$ cat src/rtl/i2c_slave_tx_sequencer.sv
// ---------------------------------------------------------------------------
// i2c_slave_tx_sequencer
//
// Purpose: sequences the slave-transmit phase of an I2C read. Pulls bytes from
// an upstream byte source, streams them MSB first into the bit/byte write
// engine, then hands over to a 1-bit read engine to sample the master
// ACK/NACK. A master ACK fetches the next byte; a NACK ends the phase
// normally. START/STOP/bus errors and write-engine drive errors abort it.
//
// Optional build macro: I2C_TX_TIMEOUT_EN
//   defined   -> SEND/ACK abort with err_code 4 after TIMEOUT_CYCLES clocks
//                without engine progress (wr_ld, wr_finish or rd_finish)
//   undefined -> no timeout logic; TIMEOUT_CYCLES is unused
//
// Ports:
//   clk, rst_n          system clock, async active-low reset
//   start_tx_i          begin transmit phase (only accepted in IDLE)
//   tx_valid_i/tx_data_i/tx_ready_o   upstream byte source handshake
//   wr_en_o/is_byte_o/wr_data_o       write engine control, serial data
//   wr_ld_i/wr_finish_i/wr_err_i      write engine shift / done / drive error
//   rd_en_o/rd_finish_i/rd_data_i     1-bit read engine for master ACK
//   get_start_i/get_stop_i/bus_err_i  bus condition detectors
//   busy_o/done_o/err_o/err_code_o    status; err_code held until next start
//   underflow_o         sticky: FILL_BYTE was transmitted
//   byte_cnt_o          bytes completed (ACK or NACK seen), saturating
//
// All outputs come straight from flops.
//
// state   | meaning
// --------+----------------------------------------------------------
// S_IDLE  | waiting for start_tx
// S_FETCH | one cycle: accept a byte (or FILL_BYTE on underflow)
// S_SEND  | write engine shifting the byte out
// S_ACK   | read engine sampling master ACK/NACK
// S_DONE  | one-cycle done pulse (master NACK)
// S_ERR   | one-cycle err pulse, err_code valid
// ---------------------------------------------------------------------------
module i2c_slave_tx_sequencer #(
    parameter logic [7:0] FILL_BYTE      = 8'hFF,
    parameter int         CNT_W          = 8,
    parameter int         TIMEOUT_CYCLES = 4096
) (
    input  logic             clk,
    input  logic             rst_n,
    input  logic             start_tx_i,
    input  logic             tx_valid_i,
    input  logic [7:0]       tx_data_i,
    output logic             tx_ready_o,
    output logic             wr_en_o,
    output logic             is_byte_o,
    output logic             wr_data_o,
    input  logic             wr_ld_i,
    input  logic             wr_finish_i,
    input  logic             wr_err_i,
    output logic             rd_en_o,
    input  logic             rd_finish_i,
    input  logic             rd_data_i,
    input  logic             get_start_i,
    input  logic             get_stop_i,
    input  logic             bus_err_i,
    output logic             busy_o,
    output logic             done_o,
    output logic             err_o,
    output logic [2:0]       err_code_o,
    output logic             underflow_o,
    output logic [CNT_W-1:0] byte_cnt_o
);

    typedef enum logic [2:0] {
        S_IDLE  = 3'd0,
        S_FETCH = 3'd1,
        S_SEND  = 3'd2,
        S_ACK   = 3'd3,
        S_DONE  = 3'd4,
        S_ERR   = 3'd5
    } state_t;

    localparam logic [2:0]       CODE_WR_ERR  = 3'd1;
    localparam logic [2:0]       CODE_BUS_EVT = 3'd2;
    localparam logic [2:0]       CODE_BUS_ERR = 3'd3;
    localparam logic [2:0]       CODE_TIMEOUT = 3'd4;
    localparam logic [CNT_W-1:0] CNT_MAX      = '1;

    state_t           state_q, state_d;
    logic [7:0]       shift_q, shift_d;
    logic [CNT_W-1:0] cnt_q, cnt_d;
    logic             uf_q, uf_d;
    logic [2:0]       code_q, code_d;

    logic             in_xfer;
    logic             timeout;
    logic [2:0]       abort_code;
    logic             abort;

    logic tx_ready_q, tx_ready_d;
    logic wr_en_q, wr_en_d;
    logic wr_data_q, wr_data_d;
    logic rd_en_q, rd_en_d;
    logic busy_q, busy_d;
    logic done_q, done_d;
    logic err_q, err_d;

    assign in_xfer = (state_q == S_FETCH) || (state_q == S_SEND) || (state_q == S_ACK);

    // Abort sources in priority order; an abort wins over a same-cycle
    // wr_finish/rd_finish so the in-flight byte is never counted.
    always_comb begin
        abort_code = 3'd0;
        if (in_xfer) begin
            if (bus_err_i)
                abort_code = CODE_BUS_ERR;
            else if (get_start_i || get_stop_i)
                abort_code = CODE_BUS_EVT;
            else if (wr_err_i)
                abort_code = CODE_WR_ERR;
            else if (timeout)
                abort_code = CODE_TIMEOUT;
        end
    end

    assign abort = (abort_code != 3'd0);

`ifdef I2C_TX_TIMEOUT_EN
    localparam int TMO_W = $clog2(TIMEOUT_CYCLES + 1);

    logic [TMO_W-1:0] tmo_q, tmo_d;
    logic             progress;
    logic             in_wait;

    assign progress = wr_ld_i | wr_finish_i | rd_finish_i;
    assign in_wait  = (state_q == S_SEND) || (state_q == S_ACK);
    assign timeout  = in_wait && !progress && (tmo_q == TMO_W'(TIMEOUT_CYCLES - 1));

    // Restarts on every state change (including entry) and on engine progress.
    assign tmo_d = (in_wait && (state_d == state_q) && !progress) ? tmo_q + 1'b1 : '0;

    always_ff @(posedge clk or negedge rst_n) begin
        if (!rst_n)
            tmo_q <= '0;
        else
            tmo_q <= tmo_d;
    end
`else
    assign timeout = 1'b0;
`endif

    // FSM: state register
    always_ff @(posedge clk or negedge rst_n) begin
        if (!rst_n)
            state_q <= S_IDLE;
        else
            state_q <= state_d;
    end

    // FSM: next-state logic
    always_comb begin
        state_d = state_q;
        case (state_q)
            S_IDLE: begin
                if (start_tx_i)
                    state_d = S_FETCH;
            end
            S_FETCH: begin
                state_d = abort ? S_ERR : S_SEND;
            end
            S_SEND: begin
                if (abort)
                    state_d = S_ERR;
                else if (wr_finish_i)
                    state_d = S_ACK;
            end
            S_ACK: begin
                if (abort)
                    state_d = S_ERR;
                else if (rd_finish_i)
                    state_d = rd_data_i ? S_DONE : S_FETCH;
            end
            S_DONE:  state_d = S_IDLE;
            S_ERR:   state_d = S_IDLE;
            default: state_d = S_IDLE;
        endcase
    end

    // Datapath: shift register, byte counter, sticky status
    always_comb begin
        shift_d = shift_q;
        cnt_d   = cnt_q;
        uf_d    = uf_q;
        code_d  = code_q;

        if (state_q == S_IDLE && start_tx_i) begin
            cnt_d  = '0;
            uf_d   = 1'b0;
            code_d = 3'd0;
        end

        // tx_ready is already high in FETCH, so the source byte is consumed
        // even if the phase aborts this cycle; only a real send marks underflow.
        if (state_q == S_FETCH) begin
            shift_d = tx_valid_i ? tx_data_i : FILL_BYTE;
            if (!tx_valid_i && !abort)
                uf_d = 1'b1;
        end

        if (state_q == S_SEND && wr_ld_i)
            shift_d = {shift_q[6:0], 1'b0};

        if (state_q == S_ACK && rd_finish_i && !abort && cnt_q != CNT_MAX)
            cnt_d = cnt_q + 1'b1;

        if (abort)
            code_d = abort_code;
    end

    always_ff @(posedge clk or negedge rst_n) begin
        if (!rst_n) begin
            shift_q <= 8'h00;
            cnt_q   <= '0;
            uf_q    <= 1'b0;
            code_q  <= 3'd0;
        end else begin
            shift_q <= shift_d;
            cnt_q   <= cnt_d;
            uf_q    <= uf_d;
            code_q  <= code_d;
        end
    end

    // FSM: output logic, decoded from the next state so the flopped outputs
    // line up with the state they describe.
    always_comb begin
        tx_ready_d = (state_d == S_FETCH);
        wr_en_d    = (state_d == S_SEND);
        wr_data_d  = (state_d == S_SEND) && shift_d[7];
        rd_en_d    = (state_d == S_ACK);
        busy_d     = (state_d != S_IDLE);
        done_d     = (state_d == S_DONE);
        err_d      = (state_d == S_ERR);
    end

    always_ff @(posedge clk or negedge rst_n) begin
        if (!rst_n) begin
            tx_ready_q <= 1'b0;
            wr_en_q    <= 1'b0;
            wr_data_q  <= 1'b0;
            rd_en_q    <= 1'b0;
            busy_q     <= 1'b0;
            done_q     <= 1'b0;
            err_q      <= 1'b0;
        end else begin
            tx_ready_q <= tx_ready_d;
            wr_en_q    <= wr_en_d;
            wr_data_q  <= wr_data_d;
            rd_en_q    <= rd_en_d;
            busy_q     <= busy_d;
            done_q     <= done_d;
            err_q      <= err_d;
        end
    end

    // Byte mode is always used for the transmit phase, so it tracks wr_en.
    assign tx_ready_o  = tx_ready_q;
    assign wr_en_o     = wr_en_q;
    assign is_byte_o   = wr_en_q;
    assign wr_data_o   = wr_data_q;
    assign rd_en_o     = rd_en_q;
    assign busy_o      = busy_q;
    assign done_o      = done_q;
    assign err_o       = err_q;
    assign err_code_o  = code_q;
    assign underflow_o = uf_q;
    assign byte_cnt_o  = cnt_q;

endmodule
$ cat config.mk
export PLATFORM = sky130hd
export DESIGN_NAME = i2c_slave_tx_sequencer
export DESIGN_NICKNAME = d
export VERILOG_FILES = /design/src/rtl/i2c_slave_tx_sequencer.sv
export SDC_FILE = /design/constraint.sdc
export NUM_CORES = 1
export LEC_CHECK = 0
export ABC_CLOCK_PERIOD_IN_PS = 4000
export CORE_MARGIN = 4
export CORE_UTILIZATION = 53
export CTS_BUF_LIST = sky130_fd_sc_hd__clkbuf_4 sky130_fd_sc_hd__clkbuf_8
export DETAILED_ROUTE_END_ITERATION = 7
export PLACE_DENSITY_LB_ADDON = 0.3
export SYNTH_ARGS = -nofsm -noshare
export SYNTH_HDL_FRONTEND = slang
export SYNTH_SLANG_ARGS = --single-unit
$ cat constraint.sdc
create_clock -name clk -period 4 [get_ports clk]
set_clock_uncertainty 0.05 [all_clocks]
set_input_delay 0.4 -clock clk [delete_from_list [all_inputs] [get_ports clk]]
set_output_delay 0.4 -clock clk [all_outputs]
set_load 0.03 [all_outputs]
==> impl_metrics.csv <==
group,metric,value,unit
drt,drt_drc_violations_left,0,
worst_setup_path,type_of_origin_of_the_critical_path,"primary input",
worst_setup_path,worst-endpoint-arrival,2.37,ns
floorplanning,die_width,59.9,um
sta,setup_total_neg_slack,0,ns
worst_setup_path,worst_setup_path_end_kind,"flop",
grt,grt_pass1_vias,1253,
worst_setup_path,critPathKind,"primary input to flop",
clock_tree,cts_hold_buf,0,
outcome,run_status,"finished clean",
grt,wire_length_of_the_first_global_routing_pass,5680,um
synth,synth_cell_types,44,
sta,maximum_operating_frequency,454,MHz
placement,preCtsSetupSlack,1.54,ns
drt,drt.antenna.violating_nets,0,
layout,final_cell_area_excluding_filler_cells,0.00187,mm^2
synth,synth_common_cells,"dfrtp_1 (29), nand2_1 (14), inv_1 (10), a221o_1 (9)",
sta,timing_hold_violations_final,0,
synth,sequential_cell_area_fraction_in_the_yosys_report,50.8,%
layout,nNetsFinal,202,
synth,netlist.area_leader.share,50.8,%
drt,drt_pre_antenna_iters,5,
clock_tree,post_cts_resized,0,
drt,vias,1274,
worst_setup_path,cp_top_family,"compound AO/OA/AOI/OAI gates",
placement,io_buffer_count,38,
worst_setup_path,critical_path.max_fanout,7,
synth,synth_async_sr_flop_share,100,%
sta,setup_repair_after_global_routing_missed_its_margin,"false",
worst_setup_path,reg2regPathDepth,4,
placement,dp.final_hpwl,2490,um
synth,synth_enable_flop_cells,0,
sta,timing.final.crit_share,55.1,%
drt,initialDrtViolationCount,60,
clock_tree,cts.sink_count,29,
synth,post-synth-top-count-cell,"dfrtp_1",
grt,grt_remaining_overflow,0,
sta,fin_crit,2.20,ns
worst_setup_path,worst_ep_required_time,4.17,ns
placement,gpl.final_weighted_congestion,0.867,
synth,synthesis.nets,163,
grt,grt_use_total,21.2,%
power_and_ir_drop,total_power,1.16,mW
synth,avgSynthCellArea,10.1,um^2
placement,placed_area,0.00181,mm^2
grt,grt_start_max_net_pins,30,
hold_path,hp-class,"primary input to async pin",
clock_tree,cts_buffers,5,
clock_tree,cts.path.max_buffers,2,
sta,min_setup_slack_post_route,1.80,ns
clock_tree,postCtsSetupBuffers,0,
layout,finalCoreUtilization,74.2,%
power_and_ir_drop,power.density_cell_area,619,mW/mm^2
worst_setup_path,crit_buf_inv,1,
floorplanning,floorplan.core_area,0.00252,mm^2
layout,final_layout_size_suffix_gt1_share,8.29,%
power_and_ir_drop,ir_drop,500,uV
sta,slew_viol_final,0,
worst_setup_path,critical_path.slowest_cell,"a2111oi_0",
synth,synth_warnings,0,
drt,vias_per_cell,6.04,
synth,synth_largest_area_cell,"dfrtp_1",
worst_setup_path,depth_of_the_critical_timing_path_with_buffers_and_inverters_included,5,
layout,area_growth_syn_to_layout,31.1,%
floorplanning,core.rowCount,18,
synth,synthTopCellsByArea,"dfrtp_1 (51%), a221o_1 (6.3%), nand2_1 (3.7%)",
sta,worst_pin_slew,0.674,ns
sta,max_slew_margin,53.9,%
clock_tree,clk_pin_slew,0.09,ns
power_and_ir_drop,p_leak,0.802,nW
floorplanning,die_area,0.00359,mm^2
clock_tree,clk_root_buffer_cell,"clkbuf_4",
worst_setup_path,crit_path_cell_trace,"clkdlybuf4s50_1 > or2_2 > a2111oi_0 > o22ai_2 > or2_1",
sta,final-setup-viol-count,0,
grt,number_of_antenna_violations_at_the_first_check_in_global_routing,0,
floorplanning,effective_utilization_at_floorplan,56.6,%
clock_tree,cts-htree-levels,2,
run,maxCapViolCount,0,
floorplanning,fp.dieH,59.9,um
floorplanning,top_level_ports,40,
drt,routed_wire_length,3430,um
drt,wire_per_inst,16.3,um
worst_setup_path,peak_per_stage_delay_on_the_critical_path,0.66,ns
synth,dominantRegCellSynth,"dfrtp_1",
clock_tree,tritoncts_clock_tree,"built",
synth,syn-cell-area,0.00143,mm^2
synth,netlist_instances,142,
synth,yosys_register_bits,29,
layout,num_antenna_cells,0,
clock_tree,clock_insertion_delay_worst_skew,0.32,ns
==> power breakdown <==
| part | total (mW) | switching, mW | internal (mW) |
|---|---|---|---|
| registers | 0.461 | 0.0721 | 0.389 |
| logic | 0.510 | 0.284 | 0.225 |
| clock network | 0.188 | 0.0981 | 0.0896 |
==> state kept, by name (all words and copies together) (netlist names), 2 cells and up <==
register and flops:
byte_cnt_o 8, shift_q 8, state_q 3, err_code_o 2
==> per-stage QoR <==
step | hold WS, ns | cells
after global routing | 0.434 | 211
after detailed placement | 0.440 | 204
after floorplan | 0.0544 | 142
final | 0.403 | 211
after CTS | 0.410 | 211
after global placement | 0.415 | 204
==> final cells by class <==
| cell class | count | area, um^2 |
|---|---|---|
| tap | 30 | 37.5 |
| timing repair buffer | 39 | 388 |
| multi-input combinational | 96 | 624 |
| sequential | 29 | 726 |
| inverter | 10 | 37.5 |
| fill | 211 | 651 |
| clock buffer | 7 | 58.8 |
==> worst register-to-register path, delay by kind of cell, from the launching register on <==
family          cells  cell delay (ns)
compound gates      3             1.16
flops               1             0.51
simple gates        1             0.27
==> routing by layer <==
metal / share of wire [%] / global-route usage, %
met1: 40 / 25.2
met2: 50 / 34.9
met5: 0 / 0
met4: 2.5 / 9.18
met3: 7.1 / 6.91
==> cell families (layout without fill, tap and decap cells) <==
family                     after synthesis  after routing  share of synthesized area [%]
xor gates and xnor gates                 1              1                          0.614
DFF                                     29             29                           50.8
adders and majority gates                1              1                          0.876
and+or+nand+nor                         54             54                           20.2
buffers and inverters                   17             56                           5.43
AOI/OAI and AO/OA                       36             36                           19.5
other                                    1              1                          0.263
muxes                                    3              3                           2.19
==> worst paths after layout <==
| check | start | end | slack (ns) |
|---|---|---|---|
| max in group asynchronous | rst_n | is_byte_o | 3.23 |
| setup reg to reg | state_q[1] | busy_o | 1.92 |
| hold reg to reg | underflow_o | underflow_o | 0.46 |
| min in group clk | underflow_o | underflow_o | 0.46 |
| hold / removal | rst_n | byte_cnt_o[6] | 0.40 |
| setup / recovery | get_stop_i | busy_o | 1.80 |
==> layout by cell type, fill, tap and decap left out, types with 2 or more instances in the layout <==
cell,n
clkdlybuf4s50_1,38
dfrtp_1,29
nand2_1,14
inv_1,10
a221o_1,9
nor2_1,8
a21oi_1,8
nand3_1,6
nor3_1,6
clkbuf_4,6
nor3b_1,5
o21ai_0,4
o31ai_1,2
nor2b_1,2
nor4_1,2
mux2i_1,2
o21a_1,2
and2_1,2
No activity file was read; power rests on OpenSTA's default activity.
